===== src/rtl/spker_tone.sv =====
// Square-wave tone generator for a speaker: an 11-bit up-counter reloads from the
// tone preset at terminal count and toggles the registered speaker drive.
module spker_tone (
    input  logic        CLK,
    input  logic        RST,
    input  logic [10:0] TN,
    output logic        SPKS
);

    localparam int unsigned CNT_W = 11;
    localparam logic [CNT_W-1:0] TERM = CNT_W'(2047);

    logic [CNT_W-1:0] cnt;
    logic [CNT_W-1:0] cnt_next;
    logic             spks_next;
    logic             rest;
    logic             term;

    assign rest = (TN == TERM);
    assign term = (cnt == TERM);

    // Rest silences immediately; otherwise a half-period ends when the counter reaches all-ones.
    always_comb begin
        cnt_next  = cnt;
        spks_next = SPKS;
        if (rest) begin
            cnt_next  = TERM;
            spks_next = 1'b0;
        end else if (term) begin
            cnt_next  = TN;
            spks_next = ~SPKS;
        end else begin
            cnt_next  = cnt + CNT_W'(1);
        end
    end

    // Reset parks the counter at terminal count so the first tone edge toggles high.
    always_ff @(posedge CLK) begin
        if (RST) begin
            cnt  <= TERM;
            SPKS <= 1'b0;
        end else begin
            cnt  <= cnt_next;
            SPKS <= spks_next;
        end
    end

endmodule


===== config.mk =====
export PLATFORM = sky130hd
export DESIGN_NAME = spker_tone
export DESIGN_NICKNAME = d
export VERILOG_FILES = /design/src/rtl/spker_tone.sv
export SDC_FILE = /design/constraint.sdc
export NUM_CORES = 1
export LEC_CHECK = 0
export ABC_AREA = 1
export CAP_MARGIN = 15
export CORE_UTILIZATION = 44
export DETAILED_ROUTE_END_ITERATION = 8
export PLACE_DENSITY = 0.72
export RECOVER_POWER = 100
export SLEW_MARGIN = 30
export SYNTH_ARGS = -nofsm -noshare
export SYNTH_HDL_FRONTEND = slang
export SYNTH_SLANG_ARGS = --single-unit

===== constraint.sdc =====
create_clock -name CLK -period 1.09 [get_ports CLK]
set_input_delay 0.218 -clock CLK [delete_from_list [all_inputs] [get_ports CLK]]
set_output_delay 0.218 -clock CLK [all_outputs]
set_load 0.1 [all_outputs]

==> results.toml <==
[min_path]
hold_class = "reg2reg"

[synthesis]
yosys_warnings = 0
ys_ff_latch = 12
syn-num-nets = 128
synth.distinct_cells = 19
netlist_area_um2 = 736
yosysTopAreaCell = "dfxtp_1"
synth_top_area_frac = 0.327
synthCells = 114
yosys-top-cells-area = "dfxtp_1 33%, nand2_1 18%, nand3_1 9.5%"
avgSynthCellArea_um2 = 6.45
yosysSeqAreaShare = 0.327

[floorplan]
initial_utilization = 0.477
die_x_um = 42.9
pin_count = 14
num_rows = 14
core_mm2 = 0.00154
dieHeight_um = 42.9
floorplan.die_area_mm2 = 0.00184

[run]
max_cap_viol_count = 0

[setup_path]
crit_arrival_ps = 1460
endpoint_kind = "register"
crit_path_start_kind = "register"
criticalPathCategory = "reg2reg"
cp_max_fo = 5
critPathRequiredTime_ps = 1320

[detailed_routing]
ant_nets = 0
dr.first_iter.drc_count = 27
drcViolationCount = 0
vias = 866
firstDrtPassIters = 4
avgRoutedWirePerCell_um = 12.3
finalWirelength_um = 2070
post_drt_via_cell_ratio = 5.12

[placed_design]
dp.cells = 161
place_congestion = 0.809
portBuffers = 13
dp_hpwl_um = 1500
dpl-instance-area_mm2 = 0.00107

[global_routing]
grt_pass1_wl_um = 3440
antenna_found_initial = 0
grt_max_degree = 11
grt_pass1_vias = 803
grt_usage = 0.253
gr-total-overflow = 0

[timing]
fin_crit_sh = 1.13
final-hold-violation-count = 0
layout_setup_ws_ps = -138
max_freq_mhz = 814
slew_violations = 0
tightest_slew_ps = 213
maxSlewHeadroom = 0.856
whs_ps = 507
post-route-min-period_ps = 1230
setup_viol = 12
skew_ps = 6.12
rsz0062_at_grt = "true"
finalSetupTns_ps = -1170

[cts]
htreeDepth = 1
insertion_delay_ps = 280
cts_tree = "done"
cts.reportedPaths.clkPinSlew_ps = 80
numCtsBuffers = 3
clockBufferDepth = 2
clock_sinks = 12
root_buffer = "clkbuf_4"

[cells_and_area]
area_growth_pct = 61.2
stdcell_count = 169
layout-drive-gt1-share = 0.386
diodes = 0
final_nets = 168
final_area_mm2 = 0.00119

[power_and_ir_drop]
total_power_mw = 3.80
vdd_drop_max_uv = 1900
leakage_nw = 0.617
powerDensity_mw_per_mm2 = 3210

[outcome]
violations = "setup timing"
status = "complete, but fails checks"
[state kept, by name, indices dropped and copies added, names as in the netlist]
signal and count:
SPKS 1, cnt 11
[layer usage]
metal	GRT usage	wire length, um
met5	0	0
met4	0.0938	28
met3	0.0723	74
met2	0.439	1060
met1	0.289	912
[final timing paths]
check / startpoint / endpoint / slack, ps / cells past startpoint
worst max-delay path: cnt[0] / cnt[10] / -140 / 8
worst min-delay path: SPKS / SPKS / 510 / 2
worst max register to register: cnt[0] / cnt[10] / -140 / 8
worst min register to register: SPKS / SPKS / 510 / 2
[cell usage in the layout, fill, tap and decap left out]
master and count:
xnor2_2 1, dfxtp_1 9, a21oi_2 1, o21bai_1 1, inv_2 5, nor2_1 8
buf_4 20, buf_6 4, nor2_4 2, ha_4 1, nand3b_1 1, buf_12 1
nand3_4 1, nand2_2 4, xnor2_1 1, o21ai_0 1, nand3_2 4, nor2_2 6
nand2_1 32, clkbuf_8 1, clkbuf_4 3, nand2_4 1, nand3_1 10, dfxtp_2 3
clkdlybuf4s50_1 12, inv_1 10, buf_2 1, nand4_1 9
[per-stage QoR]
stage	utilization	setup WS, ps
final	0.769	-138
after global routing	0.769	-241
after CTS	0.740	-122
after detailed placement	0.696	-238
after global placement	0.696	-224
after floorplan	-	-17.6
[repair_timing]
action,CTS,global route
pin swaps,2,4
setup buffers,2,1
hold buffers,0,0
cloned,0,1
gates resized for setup,6,9
setup endpoints to repair,12,12
[cells by family after synthesis]
family                     after synthesis  synth area share
adders and majority gates                1            0.0170
and+or+nand+nor                         78             0.497
buffers and inverters                   18             0.112
AOI/OAI and AO/OA                        3            0.0238
DFF                                     12             0.327
xor gates and xnor gates                 2            0.0238
[power breakdown]
part	internal, mW	switching, mW	total, mW
combinational	1.24	1.44	2.67
clock	0.203	0.164	0.368
sequential	0.632	0.129	0.761
[area by class of cell]
| cell class | count | area [um^2] |
|---|---|---|
| fillers | 106 | 355 |
| inverters | 15 | 56.3 |
| repair buffers | 38 | 340 |
| flip-flops and latches | 12 | 244 |
| clock buffers | 4 | 36.3 |
| multi-input cells | 84 | 489 |
| well taps | 16 | 20.0 |
[cells in the mapped netlist]
master / n
a21oi_1: 1
buf_4: 2
buf_6: 1
dfxtp_1: 12
ha_1: 1
inv_1: 12
inv_2: 3
nand2_1: 35
nand2_2: 2
nand3_1: 14
nand3_2: 1
nand3b_1: 1
nand4_1: 9
nor2_1: 11
nor2_2: 4
nor2_4: 1
o21ai_0: 1
o21bai_1: 1
xnor2_1: 2
[critical path: stages (launching register included)]
cell and delay (ps):
dfxtp_2 360, ha_4 150, nand2_4 60, nor2_4 140, buf_6 150, nand2_2 70
o21bai_1 130, nand2_1 60, nand2_1 60
No activity file was read; power rests on OpenSTA's default activity.
